`src/rtl/pipeline_hazard_controller_pkg.sv`:
```
// Shared definitions for the pipeline hazard controller.
//   state_t          : controller FSM encoding (RUN=0, MD_WAIT=1)
//   REG_ZERO, REG_RA : architectural register numbers of interest
//   *_DEFAULT        : default parameter values for the controller
package pipeline_hazard_controller_pkg;

    typedef enum logic {
        RUN     = 1'b0,
        MD_WAIT = 1'b1
    } state_t;

    localparam logic [4:0] REG_ZERO = 5'd0;
    localparam logic [4:0] REG_RA   = 5'd31;

    localparam int MULDIV_LAT_DEFAULT = 4;
    localparam int PERF_W_DEFAULT     = 16;

endpackage

```
`src/rtl/pipeline_hazard_controller_sat_perf_counter.sv`:
```
// Saturating event counter for pipeline statistics.
//   clk   : clock
//   rst_n : synchronous active-low reset, clears the count
//   inc   : count one event this cycle
//   count : current count, holds at all-ones
module sat_perf_counter #(
    parameter int WIDTH = 16
) (
    input  logic             clk,
    input  logic             rst_n,
    input  logic             inc,
    output logic [WIDTH-1:0] count
);

    always_ff @(posedge clk) begin
        if (!rst_n) begin
            count <= '0;
        end else if (inc && (count != '1)) begin
            count <= count + 1'b1;
        end
    end

endmodule

```
`src/rtl/pipeline_hazard_controller.sv`:
```
// Stall/flush sequencer for the 5-stage MIPS pipeline, sitting in ID.
// Detects load-use and branch/jr operand hazards, freezes the pipe for the
// duration of a multi-cycle mul/div in EX, and counts stalled cycles.
// Inputs : ID operand fields and branch/jr flags, EX/MEM destination info,
//          EX_MulDiv_start, Branch_or_jump_taken.
// Outputs: PCWrite, IFID_Write, IFID_Flush, IDEX_Write, Mux_Select_Stall,
//          MulDiv_busy, MulDiv_done, stall_cycles, fsm_state (debug view of
//          the controller state).
module pipeline_hazard_controller
    import pipeline_hazard_controller_pkg::*;
#(
    parameter int MULDIV_LAT = MULDIV_LAT_DEFAULT,
    parameter int PERF_W     = PERF_W_DEFAULT
) (
    input  logic              clk,
    input  logic              rst_n,
    input  logic [4:0]        ID_rs,
    input  logic [4:0]        ID_rt,
    input  logic              ID_uses_rt,
    input  logic              ID_Branch,
    input  logic              ID_Jr,
    input  logic              EX_MemRead,
    input  logic              EX_RegWrite,
    input  logic [4:0]        EX_dest,
    input  logic              MEM_MemRead,
    input  logic [4:0]        MEM_dest,
    input  logic              EX_MulDiv_start,
    input  logic              Branch_or_jump_taken,
    output logic              PCWrite,
    output logic              IFID_Write,
    output logic              IFID_Flush,
    output logic              IDEX_Write,
    output logic              Mux_Select_Stall,
    output logic              MulDiv_busy,
    output logic              MulDiv_done,
    output logic [PERF_W-1:0] stall_cycles,
    output state_t            fsm_state
);

    // The start cycle and the final (cnt==0) cycle are both part of the
    // window, so the down-counter starts two short of the total latency.
    localparam logic [3:0] CNT_INIT = 4'(MULDIV_LAT - 2);

    state_t     state_q, state_d;
    logic [3:0] cnt_q, cnt_d;
    logic       lu_haz, br_haz, md_freeze, md_last;

    // A branch compares rt as well as rs; jr only reads rs.
    function automatic logic match(input logic [4:0] r);
        return (r == ID_rs) || (ID_Branch && ID_uses_rt && (r == ID_rt));
    endfunction

    always_comb begin
        lu_haz = EX_MemRead && (EX_dest != REG_ZERO) &&
                 ((EX_dest == ID_rs) || (ID_uses_rt && (EX_dest == ID_rt)));
        // Branch operands are compared in ID, so any producer still in EX,
        // or a load still in MEM, has not yet reached the forwarding paths.
        br_haz = (ID_Branch || ID_Jr) &&
                 ((EX_RegWrite && (EX_dest != REG_ZERO) && match(EX_dest)) ||
                  (MEM_MemRead && (MEM_dest != REG_ZERO) && match(MEM_dest)));
    end

    assign md_freeze = (state_q == MD_WAIT) || EX_MulDiv_start;
    assign md_last   = (state_q == MD_WAIT) && (cnt_q == 4'd0);

    // Next state. EX_MulDiv_start stays high while ID/EX is frozen, so it
    // only opens a window from RUN.
    always_comb begin
        state_d = state_q;
        cnt_d   = cnt_q;
        case (state_q)
            RUN: begin
                if (EX_MulDiv_start) begin
                    state_d = MD_WAIT;
                    cnt_d   = CNT_INIT;
                end
            end
            MD_WAIT: begin
                if (cnt_q != 4'd0) begin
                    cnt_d = cnt_q - 4'd1;
                end else begin
                    state_d = RUN;
                end
            end
            default: begin
                state_d = RUN;
                cnt_d   = 4'd0;
            end
        endcase
    end

    // Outputs, highest priority first.
    always_comb begin
        PCWrite          = 1'b1;
        IFID_Write       = 1'b1;
        IDEX_Write       = 1'b1;
        Mux_Select_Stall = 1'b0;
        IFID_Flush       = 1'b0;
        MulDiv_busy      = 1'b0;
        MulDiv_done      = 1'b0;
        if (!rst_n) begin
            PCWrite          = 1'b0;
            IFID_Write       = 1'b0;
            IDEX_Write       = 1'b0;
            Mux_Select_Stall = 1'b1;
            IFID_Flush       = 1'b1;
        end else if (md_freeze) begin
            // Hold every stage in place; a bubble would lose the ID instruction.
            PCWrite     = 1'b0;
            IFID_Write  = 1'b0;
            IDEX_Write  = 1'b0;
            MulDiv_busy = 1'b1;
            MulDiv_done = md_last;
        end else if (lu_haz || br_haz) begin
            // Redirect decision is based on stale operands, so it is ignored.
            PCWrite          = 1'b0;
            IFID_Write       = 1'b0;
            Mux_Select_Stall = 1'b1;
        end else if (Branch_or_jump_taken) begin
            IFID_Flush = 1'b1;
        end
    end

    always_ff @(posedge clk) begin
        if (!rst_n) begin
            state_q <= RUN;
            cnt_q   <= 4'd0;
        end else begin
            state_q <= state_d;
            cnt_q   <= cnt_d;
        end
    end

    assign fsm_state = state_q;

    sat_perf_counter #(
        .WIDTH (PERF_W)
    ) u_stall_counter (
        .clk   (clk),
        .rst_n (rst_n),
        .inc   (rst_n && !PCWrite),
        .count (stall_cycles)
    );

endmodule

```
`config.mk`:
```
export PLATFORM = sky130hd
export DESIGN_NAME = pipeline_hazard_controller
export DESIGN_NICKNAME = d
export VERILOG_FILES = /design/src/rtl/pipeline_hazard_controller_pkg.sv /design/src/rtl/pipeline_hazard_controller_sat_perf_counter.sv /design/src/rtl/pipeline_hazard_controller.sv
export SDC_FILE = /design/constraint.sdc
export NUM_CORES = 1
export LEC_CHECK = 0
export BUFFER_PORTS_ARGS = -buffer_cell sky130_fd_sc_hd__buf_2
export CAP_MARGIN = 10
export CORE_MARGIN = 4
export CORE_UTILIZATION = 40
export CTS_CLUSTER_SIZE = 25
export DETAILED_ROUTE_END_ITERATION = 10
export MAX_ROUTING_LAYER = met4
export PLACE_DENSITY = 0.67
export SETUP_SLACK_MARGIN = 0.02
export SYNTH_ARGS = -nofsm -noshare
export SYNTH_HDL_FRONTEND = slang
export SYNTH_SLANG_ARGS = --single-unit
```
`constraint.sdc`:
```
create_clock -name clk -period 2.6 [get_ports clk]
set_input_delay 0.52 -clock clk [delete_from_list [all_inputs] [get_ports clk]]
set_output_delay 0.52 -clock clk [all_outputs]
set_load 0.01 [all_outputs]
```
==> results of run 1 <==
## cell type report
| type | instances | area share, % |
|---|---|---|
| Clock buffer | 3 | 1.241 |
| Clock inverter | 1 | 0.4135 |
| Inverter | 5 | 1.034 |
| Multi-Input combinational cell | 143 | 53.89 |
| Sequential cell | 21 | 23.16 |
| Tap cell | 46 | 3.170 |
| Timing Repair Buffer | 59 | 17.09 |
## through the flow
stage	instance area, sq um	utilization, %	instances	hold slack, ns	setup slack [ns]
after floorplan	1445	-	176	0.4641	0.08901
after global placement	1768	51.76	274	0.4835	0.07244
after detailed placement	1768	51.76	274	0.4933	0.07240
after CTS	1798	52.64	278	0.5130	0.07324
after global routing	1815	53.15	278	0.5329	0.01882
final	1815	53.15	278	0.5094	0.1026
## layer usage
metal | routed length, um | track usage (%)
met5 | 0 | -
met4 | 44 | 5.955
met3 | 158 | 1.314
met2 | 1817 | 29.36
met1 | 1635 | 20.38
## flip-flops by register name, indices dropped and copies added (netlist names)
| signal | count |
|---|---|
| u_stall_counter.count | 16 |
| cnt_q | 4 |
| fsm_state | 1 |
## final timing paths
kind                                 start                  endpoint  slack [ns]  depth (start not counted)
setup reg to reg  u_stall_counter.count[0]  u_stall_counter.count[6]        0.40                          8
hold / removal                    cnt_q[0]                  cnt_q[0]        0.51                          2
setup / recovery                EX_dest[1]                IFID_Write        0.10                          7
hold reg to reg                   cnt_q[0]                  cnt_q[0]        0.51                          2
## critical path: cells and delay by family
kind                   cells  cell delay [ns]
buffers and inverters      2             0.25
AO/OA/AOI/OAI              2             0.36
AND/OR/NAND/NOR            3             0.85
## power by group through the flow
stage	logic [mW]	registers, mW	clock network [mW]
4_1_cts	0.171	0.344	0.174
3_3_place_gp	0.168	0.352	0
5_1_grt	0.194	0.347	0.187
6_report	0.173	0.344	0.166
3_5_place_dp	0.171	0.351	0
2_1_floorplan	0.105	0.349	0
## cells by family (layout without fill, tap and decap cells)
family,after synthesis,in the layout
compound gates,43,43
xor+xnor,20,20
fa+ha+maj,2,2
buf+inv,12,68
flops,21,21
mux,4,4
simple gates,74,74
## layout by cell type (no fill, tap or decap), types with 2 or more instances in the layout
| master | count |
|---|---|
| sky130_fd_sc_hd__nor2b_1 | 3 |
| sky130_fd_sc_hd__nand4_1 | 5 |
| sky130_fd_sc_hd__clkbuf_4 | 3 |
| sky130_fd_sc_hd__or4_4 | 3 |
| sky130_fd_sc_hd__or4_1 | 6 |
| sky130_fd_sc_hd__nand2_1 | 9 |
| sky130_fd_sc_hd__o211ai_1 | 2 |
| sky130_fd_sc_hd__o21ai_0 | 11 |
| sky130_fd_sc_hd__nand3_1 | 15 |
| sky130_fd_sc_hd__buf_2 | 53 |
| sky130_fd_sc_hd__xor2_1 | 8 |
| sky130_fd_sc_hd__nor3_1 | 6 |
| sky130_fd_sc_hd__nand4b_1 | 2 |
| sky130_fd_sc_hd__or3_1 | 5 |
| sky130_fd_sc_hd__o211a_1 | 2 |
| sky130_fd_sc_hd__nor2_1 | 7 |
| sky130_fd_sc_hd__ha_1 | 2 |
| sky130_fd_sc_hd__dfxtp_1 | 21 |
| sky130_fd_sc_hd__mux2i_1 | 4 |
| sky130_fd_sc_hd__nand2b_1 | 5 |
| sky130_fd_sc_hd__buf_4 | 6 |
| sky130_fd_sc_hd__o31ai_1 | 6 |
| sky130_fd_sc_hd__inv_1 | 4 |
| sky130_fd_sc_hd__a21oi_1 | 15 |
| sky130_fd_sc_hd__xnor2_1 | 12 |
## what timing repair did
item,in CTS,in global routing
setup buffers,0,0
setup endpoints to repair,0,4
gates resized for setup,0,4
==> results.md, run 1 <==
| Metric | Value |
|:---|:---|
| EDFF count, synth | 0 |
| Slowest cell on the critical path | sky130_fd_sc_hd__or4_4 |
| Synth top area cells | sky130_fd_sc_hd__dfxtp_1 29%, sky130_fd_sc_hd__xnor2_1 7.3%, sky130_fd_sc_hd__a21oi_1 5.2%, sky130_fd_sc_hd__nand3_1 5.2%, sky130_fd_sc_hd__xor2_1 4.8% |
| Total number of clock tree sinks | 21 |
| Vias in the first global route | 1409 |
| Core box area | 3416 sq um |
| Clock tree root buffer cell | sky130_fd_sc_hd__clkbuf_4 |
| First-pass GRT wire length | 6023 um |
| Antenna violations before repair | 0 |
| Most frequent cells after synthesis | 21 x sky130_fd_sc_hd__dfxtp_1, 15 x sky130_fd_sc_hd__a21oi_1, 15 x sky130_fd_sc_hd__nand3_1 |
| Number of filler instances in the final layout | 345 |
| Required time reported for the critical path endpoint | 2.08 ns |
| Overall track demand over capacity in global routing | 16.89% |
| Netlist cell types | 39 |
| Setup crit start kind | input port |
| XOR/XNOR share of the synthesized area | 12.12% |
| Clock transition at path regs | 0.11 ns |
| Layout cells sized above 1 | 31.47% |
| Area fraction of the dominant cell type after synthesis | 29.09% |
| Vias per inst | 5.432 |
| Total negative setup slack | 0 ns |
| Logic pwr share | 25.3% |
| Die boundary width | 68.11 um |
| Gpl congestion | 0.8261 |
| Critical Path Fanout Max | 3 |
| Leakage | 0.7265 nW |
| Most frequent cell after synthesis | sky130_fd_sc_hd__dfxtp_1 |
| Part of the power in the clock network | 24.3% |
| Maximum ir drop on the vdd rail | 0.1459 mV |
| Main combinational cell family by area after synthesis | simple AND/OR/NAND/NOR gates |
| Data arrival time of the critical path | 1.98 ns |
| Net Switching | 0.2118 mW |
| Main flop type after synthesis | sky130_fd_sc_hd__dfxtp_1 |
| Post-DP HPWL | 2973 um |
| Signed area change from the synthesized netlist to the final layout | 25.63% |
| Post-synth net total | 208 |
| Critical path endpoint category | primary output |
| Number of hold buffers added after CTS | 0 |
| Post-layout net count | 265 |
| Synth warnings | 0 |
| Area fraction in compound gates after synthesis | 19.31% |
| H-tree lvl count | 1 |
| Overflow left after global routing | 0 |
| Total Die Area | 4638 sq um |
| Sequential cell area | 420.4 sq um |
| Relative slew slack | 70.43% |
| Tightest Pin Transition | 0.4426 ns |
| # rows | 21 |
| First-pass detailed-route iteration total | 4 |
| Area of combinational cells with multiple inputs | 978.4 sq um |
| Post-Synth Simple-Gate Area | 30.56% |
| Remaining antenna violation count | 0 |
| Share of flip-flops with an asynchronous set or reset after synthesis | 0% |
| Power Total | 0.6832 mW |
| Post-Synth Adder-Cell Area | 1.732% |
| Setup repair after global routing missed its margin | yes |
| Number of max-cap violations | 0 |
| I/O pin cnt | 54 |
| Die outline height | 68.11 um |
| Proportion of synthesized area in mux cells | 2.771% |
| Final Critical Period | 2.497 ns |
| Clock latency on the worst-skew pair | 0.32 ns |
| Worst Hold Class | reg2reg |
| Wire per inst | 13.15 um |
| Number of storage elements in the synthesis netlist | 21 |
| Library cell with the largest summed area after synthesis | sky130_fd_sc_hd__dfxtp_1 |
| Maximum clock insertion buffer count | 2 |
| Sequential area share after synthesis | 29.09% |
| Sum of routed wire length over all layers | 3655 um |
| Largest net degree at the start of global routing | 17 |
| DRC | 0 |
| Cts bufs inserted | 3 |
| Cell Pwr Density | 376.3 nW/um^2 |
| Count of routing violations after the opening detailed-route iteration | 65 |
| CTS tree | yes |
| Net switching fraction of the power | 31.01% |
| Status | completed |
| Sequential power share | 50.4% |
| Maximum frequency from static timing analysis | 0.4004 GHz |
| Final setup viols | 0 |
| Vias after detailed routing | 1510 |
| Starting density of the core | 42.31% |
| Number of standard cells after synthesis | 176 |
| Period utilization | 96.05% |
| Max-slew violation count | 0 |
| Syn Area/Cell | 8.211 sq um |
| Worst stage delay on the critical path | 0.53 ns |
| List of cells traversed by the critical path | buf_2, or4_4, o22ai_2, or4_4, o211a_1, and2_4, buf_2 |
| Internal power consumption | 0.4713 mW |
| Total of buffers placed on input and output ports | 53 |
| Number of hold violations in the final report | 0 |
| Layout Skew | 0.02477 ns |
| WS Path Type | in2out |
| Synthesized cell area | 1445 sq um |
| Number of diodes | 0 |
(Power assumes the default switching activity.)
==> inputs of run 2 (changes only) <==
PLACE_DENSITY = not set   (was 0.67)
PLACE_DENSITY_LB_ADDON = 0.12   (was not set)
TNS_END_PERCENT = 30   (was not set)
==> run 2 against run 1 <==
  * Power is 0.42% higher
  * Global-route usage is 0.67 points higher
  * Count of clock-buffer cells in the layout stayed put
  * Flip-flop and latch count stayed put
  * Worst setup slack worse by 0.0041 ns
==> results.md, run 2 (same netlist as run 1, synthesis figures left out) <==
| Metric | Value | vs previous |
|:---|:---|:---|
| Status | completed |  |
| Clock transition at path regs | 0.12 ns | about the same |
| Starting density of the core | 42.31% | unchanged |
| Tightest Pin Transition | 0.4458 ns | +0.003219 ns |
| Total number of clock tree sinks | 21 | unchanged |
| Largest register FFs | 16 | unchanged |
| Largest net degree at the start of global routing | 17 | unchanged |
| Final standard cell count with taps included and fillers excluded | 278 | unchanged |
| Setup crit start kind | input port |  |
| Total negative setup slack | 0 ns | unchanged |
| Vias after detailed routing | 1515 | +0.33% |
| # rows | 21 | unchanged |
| Number of hold violations in the final report | 0 | unchanged |
| Gpl congestion | 0.8279 | +0.22% |
| Most frequent standard cell in the layout excluding fill and tap cells | sky130_fd_sc_hd__buf_2 |  |
| Critical Path Fanout Max | 3 | unchanged |
| Sum of routed wire length over all layers | 3711 um | +1.5% |
| Placed instance count | 273 | -0.36% |
| Post-route setup slack | 0.09857 ns | -0.004053 ns |
| Number of diodes | 0 | unchanged |
| CTS tree | yes |  |
| Final non-filler cell area | 1842 sq um | +1.4% |
| H-tree lvl count | 1 | unchanged |
| Critical path endpoint category | primary output |  |
| Data arrival time of the critical path | 1.98 ns | about the same |
| Vias in the first global route | 1488 | +5.6% |
| Leading cell types in the layout, fill and taps excluded | 52 x sky130_fd_sc_hd__buf_2, 21 x sky130_fd_sc_hd__dfxtp_1, 15 x sky130_fd_sc_hd__nand3_1, 15 x sky130_fd_sc_hd__a21oi_1, 11 x sky130_fd_sc_hd__o21ai_0 |  |
| Worst stage delay on the critical path | 0.51 ns | -0.02 ns |
| Required time reported for the critical path endpoint | 2.08 ns | about the same |
| Maximum frequency from static timing analysis | 0.3998 GHz | -0.16% |
| Clock latency on the worst-skew pair | 0.31 ns | about the same |
| First-pass GRT wire length | 6168 um | +2.4% |
| Post-layout net count | 265 | unchanged |
| Max-slew violation count | 0 | unchanged |
| Overflow left after global routing | 0 | unchanged |
| Slowest cell on the critical path | sky130_fd_sc_hd__or4_4 |  |
| Die boundary width | 68.11 um | unchanged |
| Relative slew slack | 70.25% | -0.18 points |
| Placement Cell Area | 1760 sq um | -0.42% |
| Layout Skew | 0.002576 ns | -0.02219 ns |
| Reg-to-Reg Start | u_stall_counter.count[0] |  |
| Pre-CTS WS | 0.04044 ns | -0.03196 ns |
| Number of max-cap violations | 0 | unchanged |
| First-pass detailed-route iteration total | 4 | unchanged |
| Remaining antenna violation count | 0 | unchanged |
| Cell Pwr Density | 372.5 nW/um^2 | -1.0% |
| Final Critical Period | 2.501 ns | +0.004053 ns |
| Total of buffers placed on input and output ports | 53 | unchanged |
| Period utilization | 96.21% | +0.16 points |
| Vias per inst | 5.450 | +0.33% |
| Signed area change from the synthesized netlist to the final layout | 27.45% |  |
| Launch point of the worst hold path | u_stall_counter.count[5] |  |
| Clock tree root buffer cell | sky130_fd_sc_hd__clkbuf_4 |  |
| Maximum clock insertion buffer count | 2 | unchanged |
| Final setup viols | 0 | unchanged |
| Worst Hold Class | reg2reg |  |
| Core box area | 3416 sq um | unchanged |
| Antenna violations before repair | 0 | unchanged |
| Leakage | 0.7516 nW | +3.5% |
| WS Path Type | in2out |  |
| List of cells traversed by the critical path | buf_2, xnor2_1, nand3_1, or4_4, o211a_1, o31ai_1, buf_2 |  |
| Setup repair after global routing missed its margin | yes |  |
| I/O pin cnt | 54 | unchanged |
| Maximum ir drop on the vdd rail | 0.1632 mV | +12% |
| Post-DP HPWL | 3007 um | +1.1% |
| Critical path startpoint | EX_dest[1] |  |
| Die outline height | 68.11 um | unchanged |
| Total Die Area | 4638 sq um | unchanged |
| Count of routing violations after the opening detailed-route iteration | 56 | -14% |
| Most flops, register | u_stall_counter.count |  |
| Overall track demand over capacity in global routing | 17.56% | +0.67 points |
| Critical Path Most Common Cell | sky130_fd_sc_hd__buf_2 |  |
| Wire per inst | 13.35 um | +1.5% |
| DRC | 0 | unchanged |
| Layout cells sized above 1 | 32.33% | +0.86 points |
| Cts bufs inserted | 3 | unchanged |
run 2: worst max-delay path, delay by kind of cell:
family	cells	cell delay [ns]
compound gates	2	0.37
xor+xnor	1	0.17
buf+inv	2	0.29
simple gates	2	0.63
run 2: layer usage:
layer	vias to the layer above	track usage, %	routed length [um]
met3	4	2.463	188
met4	0	5.707	38
met2	40	31.77	1899
li1	774	-	-
met5	-	-	0
met1	697	19.70	1584
run 2: stage by stage:
step	hold WS [ns]	util [%]	power, mW
floorplan	0.4641	-	0.4536
global placement	0.4779	51.54	0.5139
detailed placement	0.5001	51.54	0.5204
CTS	0.5166	52.34	0.6788
global route	0.5396	53.92	0.7264
finish	0.5107	53.92	0.6860
run 2: path summary, 6_finish.rpt:
kind                              endpoint  slack [ns]  cells after the start
setup / recovery          Mux_Select_Stall         0.1                      7
hold / removal    u_stall_counter.count[5]        0.51                      2
setup reg to reg  u_stall_counter.count[7]        0.50                      7
hold reg to reg   u_stall_counter.count[5]        0.51                      2
run 2: timing repair:
action,4_1_cts,5_1_grt
setup endpoints to repair,0,4
setup buffers,0,1
gates resized for setup,0,9
hold buffers,0,0
run 2: layout make-up:
class | count | area, sq um
clock buffers | 3 | 22.52
inverters | 5 | 18.77
fillers | 358 | 1574
flip-flops and latches | 21 | 420.4
repair buffers | 59 | 316.6
clock inverters | 1 | 5.005
well taps | 46 | 57.56
multi-input cells | 143 | 1001
run 2: power by group:
group	internal [mW]	switching (mW)
registers	0.332	0.0121
clock network	0.0574	0.105
logic	0.0855	0.0942
